`src/rtl/io_pkg.sv`:
```
// Shared constants for the memory-mapped I/O controller: address layout,
// status bit positions and the input-channel state encoding.
package io_pkg;

    localparam int ADDR_W     = 8;
    localparam int OUT_STRIDE = 4;
    localparam int IN_STRIDE  = 8;
    localparam int STATUS_OFS = 4;

    localparam int ST_FULL = 0;
    localparam int ST_OVR  = 1;

    typedef enum logic {
        CH_EMPTY = 1'b0,
        CH_FULL  = 1'b1
    } chan_state_t;

    // Byte addresses are word aligned; the two low bits never take part in decode.
    function automatic logic [ADDR_W-1:0] word_align(input logic [ADDR_W-1:0] a);
        return a & 8'hFC;
    endfunction

endpackage

```
`src/rtl/mmio_io_ctrl_if.sv`:
```
// CPU-side IO bus: address, write data, write/read enables and read data.
interface mmio_io_ctrl_if #(
    parameter int DATA_W = 32
);
    logic [7:0]        io_addr;
    logic [DATA_W-1:0] io_dout;
    logic              io_we;
    logic              io_rd;
    logic [DATA_W-1:0] io_din;

    modport master (
        output io_addr,
        output io_dout,
        output io_we,
        output io_rd,
        input  io_din
    );

    modport slave (
        input  io_addr,
        input  io_dout,
        input  io_we,
        input  io_rd,
        output io_din
    );
endinterface

```
`src/rtl/io_in_chan.sv`:
```
// One input capture channel: a single-entry buffer with a full flag and a
// sticky overrun flag that software clears through the status register.
module io_in_chan
    import io_pkg::*;
#(
    parameter int DATA_W = 32
) (
    input  logic              clk,
    input  logic              rstn,
    input  logic [DATA_W-1:0] in_data,
    input  logic              in_valid,
    input  logic              data_rd,
    input  logic              ovr_clr,
    output logic [DATA_W-1:0] buf_data,
    output logic              full,
    output logic              ovr
);

    chan_state_t       state_reg, state_next;
    logic [DATA_W-1:0] buf_reg, buf_next;
    logic              ovr_reg, ovr_next;

    always_ff @(posedge clk or negedge rstn) begin
        if (!rstn) begin
            state_reg <= CH_EMPTY;
            buf_reg   <= '0;
            ovr_reg   <= 1'b0;
        end else begin
            state_reg <= state_next;
            buf_reg   <= buf_next;
            ovr_reg   <= ovr_next;
        end
    end

    always_comb begin
        state_next = state_reg;
        buf_next   = buf_reg;
        ovr_next   = ovr_reg;
        // Clear is applied first so that a fresh overrun in the same cycle wins.
        if (ovr_clr) begin
            ovr_next = 1'b0;
        end
        case (state_reg)
            CH_EMPTY: begin
                if (in_valid) begin
                    buf_next   = in_data;
                    state_next = CH_FULL;
                end
            end
            CH_FULL: begin
                if (in_valid && data_rd) begin
                    buf_next = in_data;
                end else if (in_valid) begin
                    ovr_next = 1'b1;
                end else if (data_rd) begin
                    state_next = CH_EMPTY;
                end
            end
            default: state_next = CH_EMPTY;
        endcase
    end

    assign buf_data = buf_reg;
    assign full     = (state_reg == CH_FULL);
    assign ovr      = ovr_reg;

endmodule

```
`src/rtl/mmio_io_ctrl.sv`:
```
// Memory-mapped I/O controller: N_OUT writable output registers with write
// strobes and N_IN buffered input channels with full/overrun status.
module mmio_io_ctrl
    import io_pkg::*;
#(
    parameter int          DATA_W  = 32,
    parameter int          N_OUT   = 2,
    parameter int          N_IN    = 2,
    parameter logic [7:0]  IN_BASE = 8'h40
) (
    input  logic                    clk,
    input  logic                    rstn,
    mmio_io_ctrl_if.slave           bus,
    output logic [N_OUT*DATA_W-1:0] out_data,
    output logic [N_OUT-1:0]        out_strobe,
    input  logic [N_IN*DATA_W-1:0]  in_data,
    input  logic [N_IN-1:0]         in_valid,
    output logic                    irq
);

    logic [ADDR_W-1:0] addr_al;
    logic [DATA_W-1:0] out_rd [N_OUT];
    logic [DATA_W-1:0] in_rd  [N_IN];
    logic [N_IN-1:0]   full_vec;

    assign addr_al = word_align(bus.io_addr);

    genvar gi;

    for (gi = 0; gi < N_OUT; gi++) begin : g_out
        localparam logic [ADDR_W-1:0] ADDR = ADDR_W'(OUT_STRIDE * gi);

        logic              sel;
        logic [DATA_W-1:0] data_reg;
        logic              strobe_reg;

        assign sel = (addr_al == ADDR);

        always_ff @(posedge clk or negedge rstn) begin
            if (!rstn) begin
                data_reg   <= '0;
                strobe_reg <= 1'b0;
            end else begin
                strobe_reg <= bus.io_we && sel;
                if (bus.io_we && sel) begin
                    data_reg <= bus.io_dout;
                end
            end
        end

        assign out_data[gi*DATA_W +: DATA_W] = data_reg;
        assign out_strobe[gi]                = strobe_reg;
        assign out_rd[gi]                    = sel ? data_reg : '0;
    end

    for (gi = 0; gi < N_IN; gi++) begin : g_in
        localparam logic [ADDR_W-1:0] DATA_ADDR = IN_BASE + ADDR_W'(IN_STRIDE * gi);
        localparam logic [ADDR_W-1:0] STAT_ADDR = DATA_ADDR + ADDR_W'(STATUS_OFS);

        logic              data_sel;
        logic              stat_sel;
        logic [DATA_W-1:0] buf_data;
        logic              full_bit;
        logic              ovr_bit;
        logic [DATA_W-1:0] status_word;

        assign data_sel = (addr_al == DATA_ADDR);
        assign stat_sel = (addr_al == STAT_ADDR);

        io_in_chan #(
            .DATA_W(DATA_W)
        ) u_chan (
            .clk      (clk),
            .rstn     (rstn),
            .in_data  (in_data[gi*DATA_W +: DATA_W]),
            .in_valid (in_valid[gi]),
            .data_rd  (bus.io_rd && data_sel),
            .ovr_clr  (bus.io_we && stat_sel && bus.io_dout[ST_OVR]),
            .buf_data (buf_data),
            .full     (full_bit),
            .ovr      (ovr_bit)
        );

        always_comb begin
            status_word          = '0;
            status_word[ST_FULL] = full_bit;
            status_word[ST_OVR]  = ovr_bit;
        end

        assign full_vec[gi] = full_bit;
        assign in_rd[gi]    = data_sel ? buf_data :
                              stat_sel ? status_word : '0;
    end

    // At most one channel decodes a given address, so OR-ing the masked words is a mux.
    always_comb begin
        bus.io_din = '0;
        for (int i = 0; i < N_OUT; i++) begin
            bus.io_din = bus.io_din | out_rd[i];
        end
        for (int j = 0; j < N_IN; j++) begin
            bus.io_din = bus.io_din | in_rd[j];
        end
    end

    assign irq = |full_vec;

endmodule

```
`src/flat_wrapper.sv`:
```
// flat-port wrapper written by rule: the top's interface ports become plain ports
module mmio_io_ctrl_flat import io_pkg::*;
#(
    parameter int          DATA_W  = 32,
    parameter int          N_OUT   = 2,
    parameter int          N_IN    = 2,
    parameter logic [7:0]  IN_BASE = 8'h40
)
  (clk, rstn, out_data, out_strobe, in_data, in_valid, irq, bus_io_addr, bus_io_dout, bus_io_we, bus_io_rd, bus_io_din);
  mmio_io_ctrl_if #(.DATA_W(DATA_W)) bus_i ();
  input  logic clk;
  input  logic rstn;
  output logic [N_OUT*DATA_W-1:0] out_data;
  output logic [N_OUT-1:0] out_strobe;
  input  logic [N_IN*DATA_W-1:0] in_data;
  input  logic [N_IN-1:0] in_valid;
  output logic irq;
  input wire logic [$bits(bus_i.io_addr)-1:0] bus_io_addr;
  input wire logic [$bits(bus_i.io_dout)-1:0] bus_io_dout;
  input wire logic [$bits(bus_i.io_we)-1:0] bus_io_we;
  input wire logic [$bits(bus_i.io_rd)-1:0] bus_io_rd;
  output wire logic [$bits(bus_i.io_din)-1:0] bus_io_din;
  assign bus_i.io_addr = bus_io_addr;
  assign bus_i.io_dout = bus_io_dout;
  assign bus_i.io_we = bus_io_we;
  assign bus_i.io_rd = bus_io_rd;
  assign bus_io_din = bus_i.io_din;
  mmio_io_ctrl #(.DATA_W(DATA_W), .N_OUT(N_OUT), .N_IN(N_IN), .IN_BASE(IN_BASE)) u_core (.clk(clk), .rstn(rstn), .bus(bus_i), .out_data(out_data), .out_strobe(out_strobe), .in_data(in_data), .in_valid(in_valid), .irq(irq));
endmodule
```
`config.mk`:
```
export PLATFORM = sky130hd
export DESIGN_NAME = mmio_io_ctrl_flat
export DESIGN_NICKNAME = d
export VERILOG_FILES = /design/src/rtl/io_pkg.sv /design/src/rtl/mmio_io_ctrl_if.sv /design/src/rtl/io_in_chan.sv /design/src/rtl/mmio_io_ctrl.sv /design/src/flat_wrapper.sv
export SDC_FILE = /design/constraint.sdc
export NUM_CORES = 1
export LEC_CHECK = 0
export CAP_MARGIN = 10
export CORE_ASPECT_RATIO = 1.75
export CORE_MARGIN = 2
export CORE_UTILIZATION = 41
export CTS_CLUSTER_DIAMETER = 150
export DETAILED_ROUTE_END_ITERATION = 8
export GPL_ROUTABILITY_DRIVEN = 0
export PLACE_DENSITY = 0.74
export SLEW_MARGIN = 20
export SYNTH_ARGS = -nofsm -noshare
export SYNTH_HDL_FRONTEND = slang
export SYNTH_SLANG_ARGS = --single-unit
```
`constraint.sdc`:
```
create_clock -name clk -period 1.4 [get_ports clk]
set_clock_uncertainty 0.05 [all_clocks]
set_input_delay 0.14 -clock clk [delete_from_list [all_inputs] [get_ports clk]]
set_output_delay 0.14 -clock clk [all_outputs]
set_load 0.02 [all_outputs]
```
# Yosys cells after proc, flatten, opt, wreduce, memory -nomap -nowiden

Index checks and enable logic that the tools add are counted.

Bitwise gates (word level): 5
Muxes and demuxes: 30
Equality and inequality tests: 9
Reduce and logical (&&, ||, !) cells: 14

Operators by type and width:

| kind                                                | count |
|---|---|
| 2-to-1 mux 32 bit                                   | 8 |
| case mux 32 bit (2 select lines)                    | 2 |
| OR 32 bit                                           | 3 |
| equality test 6 x 5 -> 1 bit, second input constant | 4 |
| 2-to-1 mux 1 bit                                    | 16 |
| logical AND 1 bit                                   | 10 |
| logical NOT 8 bit                                   | 1 |
| equality test 6 x 1 -> 1 bit, second input constant | 1 |
| 2-to-1 mux 2 bit                                    | 2 |
| != test 2 x 1 -> 1 bit, second input constant       | 2 |
| != test 2 bit, second input constant                | 2 |
| case mux 1 bit (2 select lines)                     | 2 |
| AND reduction 2 bit                                 | 2 |
| NOT 1 bit                                           | 2 |
| OR reduction 2 bit                                  | 1 |

Register bits: 134
Bits of input ports: 110
Word-level logic and storage cells: 68
Output and inout port bits: 99

# Depth between registers and ports, before layout

Depth in word-level cells: 7
Depth in mapped cells: 6
Mapped depth without buffers: 3

# Hierarchy

Synthesis repeated with hierarchy kept, for this count alone.

Cell total of the unflattened synthesis: 422
Area total of the unflattened synthesis: 6,563.8 µm²

By module, submodules not included:

| module       | area an instance (µm²) | instances | sequential area each (µm²) | cells an instance |
|---|---|---|---|---|
| mmio_io_ctrl | 3,711.1                | 1         | 1,651.6                    | 272 |
| io_in_chan   | 1,426.4                | 2         | 850.8                      | 75 |

# Worst setup path before layout

Ideal clock, no wire load.

Kind: input-to-output
From: input bus_io_addr[2]
To: output bus_io_din[0]
Data arrival time: 1.576 ns
Path slack: -0.366 ns
Path buffers: 2
Data required time: 1.210 ns
Stages: 5
Cell sequence: buf_2 > nor2b_1 > clkbuf_1 > a21oi_1 > o311ai_0

Longest elaborated chain between the ends: 5
Elaborated cells between the ends (all ways): 15
Those cells by class: eq/ne (5); mux (6); bitwise (3); reduce/logical (1)

RTL lines:

| what                                                       | RTL line                               | source |
|---|---|---|
| start: declaration                                         | flat_wrapper.sv:18                     | `input wire logic [$bits(bus_i.io_addr)-1:0] bus_io_addr;` |
| equality test 6 x 1 -> 1 bit, or another cell as far along | mmio_io_ctrl.sv:37                     | `assign sel = (addr_al == ADDR);` |
| 2-to-1 mux 32 bit or 2-to-1 mux 2 bit (tied branches)      | mmio_io_ctrl.sv:53, mmio_io_ctrl.sv:92 |  |
| OR 32 bit or 2-to-1 mux 32 bit (tied branches)             | mmio_io_ctrl.sv:99, mmio_io_ctrl.sv:91 |  |
| OR 32 bit                                                  | mmio_io_ctrl.sv:102                    | `bus.io_din = bus.io_din \| in_rd[j];` |
| OR 32 bit (*)                                              | mmio_io_ctrl.sv:102                    |  |
| end: declaration                                           | flat_wrapper.sv:22                     | `output wire logic [$bits(bus_i.io_din)-1:0] bus_io_din;` |

Every way passes the cells marked *; elsewhere a longest branch is shown, timed or not.

# Worst setup path in the final report

From: register u_core.g_in[0].u_chan.buf_reg[0]
To: output bus_io_din[0]

Longest elaborated chain between the ends: 3

RTL lines:

| what                     | RTL line            | source |
|---|---|---|
| start: declaration       | io_in_chan.sv:20    | `logic [DATA_W-1:0] buf_reg, buf_next;` |
| start signal: assignment | io_in_chan.sv:30    | `buf_reg <= buf_next;` |
| 2-to-1 mux 32 bit        | mmio_io_ctrl.sv:91  | `assign in_rd[gi] = data_sel ? buf_data :` |
| OR 32 bit (2 in series)  | mmio_io_ctrl.sv:102 |  |

Every way passes these cells.

==> summary.txt <==
Yosys reg bits -> 134
Htree depth -> 4
Final WL -> 25.68 mm
Failing checks -> negative setup slack
Total power -> 12.09 mW
Setup ws final -> -0.3170 ns
Fin nets -> 909
Synth Cell Area -> 6060 um2
Grt total ovfl -> 0
Post-synth top flop -> dfrtp_1
Critical path endpoint category -> output pin
Clock buffer count from CTS -> 17
Vias in the first global route -> 6,126
Fin. Hold Viols -> 0
Synth cell types -> 29
CP Max Fanout -> 2
Crit Path Class -> reg2out
Crit path DAT -> 1.53 ns
Largest net degree at the start of global routing -> 76
Slew Limit Headroom -> 71.97%
Final design utilization -> 75.99%
Reg2Reg Depth -> 7
Top cell type's share of synthesized area -> 55.34%
Antenna violations before repair -> 1
DR vias/cell -> 5.886
Number of cell rows -> 58
Global-route wire length before repair -> 34.30 mm
Max Cap Viol -> 0
Startpoint Class -> flop
Leakage -> 5.310 nW
Most frequent cells in the layout -> dfrtp_1, clkdlybuf4s50_1, nand3_1, mux2_2, buf_4
Post-DP HPWL -> 13.70 mm
IO Pins -> 209
Warnings, synthesis -> 0
Initial drt markers -> 504
Synthesized area per cell -> 12.19 um2
Die Width -> 95.90 um
Initial core utilization -> 41.96%
Area grow syn2layout -> 81.11%
Pre-Repair DR Iteration Count -> 5
Core area -> 14,440 um2
Fill count -> 877
CTS tree -> done
Clk sink count -> 134
Die Y -> 164.8 um
Die area -> 15,810 um2
Antenna Nets Post-Route -> 0
Synthesized net count -> 607
Clock latency on the worst-skew pair -> 0.42 ns
Clock root buffer -> clkbuf_16
Final slew viol count -> 0
DRC viols -> 0
Type of the most critical hold path -> in2reg
Number of enable flip-flop cells after synthesis -> 0
Port bufs -> 206
Fin crit period -> 1.717 ns
Worst-Margin Slew -> 0.4205 ns
RSZ-0062 raised after global routing -> yes
Hold Crit Depth -> 3
IR Drop Worst-Case VDD -> 0.9891 mV
Post-synth top area cell -> dfrtp_1
All-Layer GR Usage -> 29.69%
Period utilisation layout -> 122.6%
Share of cells above drive strength 1 -> 48.89%
Final setup violation count -> 161
Fmax -> 582.4 MHz
Clock-pin slew on the worst setup and hold paths -> 0.06 ns
Power Dens Cells -> 1102 nW/um2
CP Data Required Time -> 1.21 ns
Most common cell after layout, fill and taps aside -> dfrtp_1
Async set-reset flop share out of synthesis -> 100.0%
Clock buffer depth -> 2
Seq/Total Area, Yosys -> 55.34%
Run status -> finished, violations left
Via count -> 5,845
Largest cells by area after synthesis -> dfrtp_1, mux2_2, mux2_1, nand3_1, nand4_1
Drt wl/cell -> 25.86 um
Cells after Synth -> 497
==> worst paths after layout <==
path	start	to	slack (ns)
min	bus_io_addr[3]	u_core.g_in[1].u_chan.ovr	0.08
min in group asynchronous	rstn	u_core.g_out[1].data_reg[26]	0.20
max	u_core.g_in[0].u_chan.buf_data[0]	bus_io_din[0]	-0.32
max in group asynchronous	rstn	u_core.g_in[1].u_chan.buf_data[8]	0.71
min reg2reg	u_core.g_in[0].u_chan.buf_data[16]	u_core.g_in[0].u_chan.buf_data[16]	0.44
max reg2reg	u_core.g_in[0].u_chan.full	u_core.g_in[0].u_chan.buf_data[8]	-0.21
==> per-stage QoR <==
step	setup slack, ns	setup TNS [ns]	instance area [um2]	cells	hold WS [ns]
after global routing	-0.4053	-29.75	10970	993	0.07146
after detailed placement	-1.095	-159.08	8911	895	0.1228
final	-0.3170	-23.74	10970	993	0.07890
after floorplan	-0.06925	-4.403	6215	497	-0.2056
after CTS	-0.3282	-28.49	10420	981	0.2357
after global placement	-1.064	-155.02	8911	895	0.1192
==> per-layer routing <==
| metal | up-vias | wire length (um) | track usage, % |
|---|---|---|---|
| li1 | 2440 | - | - |
| met1 | 2990 | 8774 | 31.45 |
| met2 | 323 | 14150 | 54.10 |
| met3 | 92 | 1373 | 5.566 |
| met4 | 0 | 1375 | 15.91 |
| met5 | - | 0 | 0 |
==> logic make-up after synthesis <==
| group | Yosys count | share of synthesized area [%] |
|---|---|---|
| AO/OA/AOI/OAI | 9 | 1.177 |
| flip-flops | 134 | 55.34 |
| AND/OR/NAND/NOR | 175 | 15.71 |
| multiplexers | 131 | 24.32 |
| buffers and inverters | 48 | 3.448 |
==> area by class of cell <==
| cell class | instances | area, um2 | area share, % |
|---|---|---|---|
| Tap cell | 180 | 225.2 | 2.052 |
| Antenna cell | 1 | 2.502 | 0.02280 |
| Timing Repair Buffer | 327 | 3694 | 33.66 |
| Clock buffer | 18 | 429.2 | 3.911 |
| Multi-Input combinational cell | 315 | 3079 | 28.06 |
| Clock inverter | 14 | 173.9 | 1.585 |
| Sequential cell | 134 | 3353 | 30.56 |
| Inverter | 4 | 17.52 | 0.1596 |
==> critical path: stages, from the launching register on <==
cell	delay (ns)
dfrtp_1	0.36
mux2i_1	0.09
o211a_1	0.23
o311ai_2	0.24
buf_4	0.19
==> repair_timing <==
item                                   4_1_cts  5_1_grt
cloned                                      18       10
resized for setup                          367      129
hold buffers                                 1        0
setup buffers                               35        5
setup endpoints to repair                  233      179
endpoints found under the hold margin      134        0
pin swaps                                   14       46
==> report_power, final <==
| group | internal, mW | switching (mW) |
|---|---|---|
| clock network | 2.82 | 1.81 |
| logic | 1.44 | 1.10 |
| registers | 4.45 | 0.469 |
==> synthesized netlist by cell type, types with 4 or more instances <==
cell type  count
dfrtp_1      134
nand3_1      128
mux2_2        69
mux2_1        61
nand4_1       32
buf_2         17
clkbuf_1      14
buf_1         11
inv_1          4
nor2b_1        4
No activity file was read; power rests on OpenSTA's default activity.
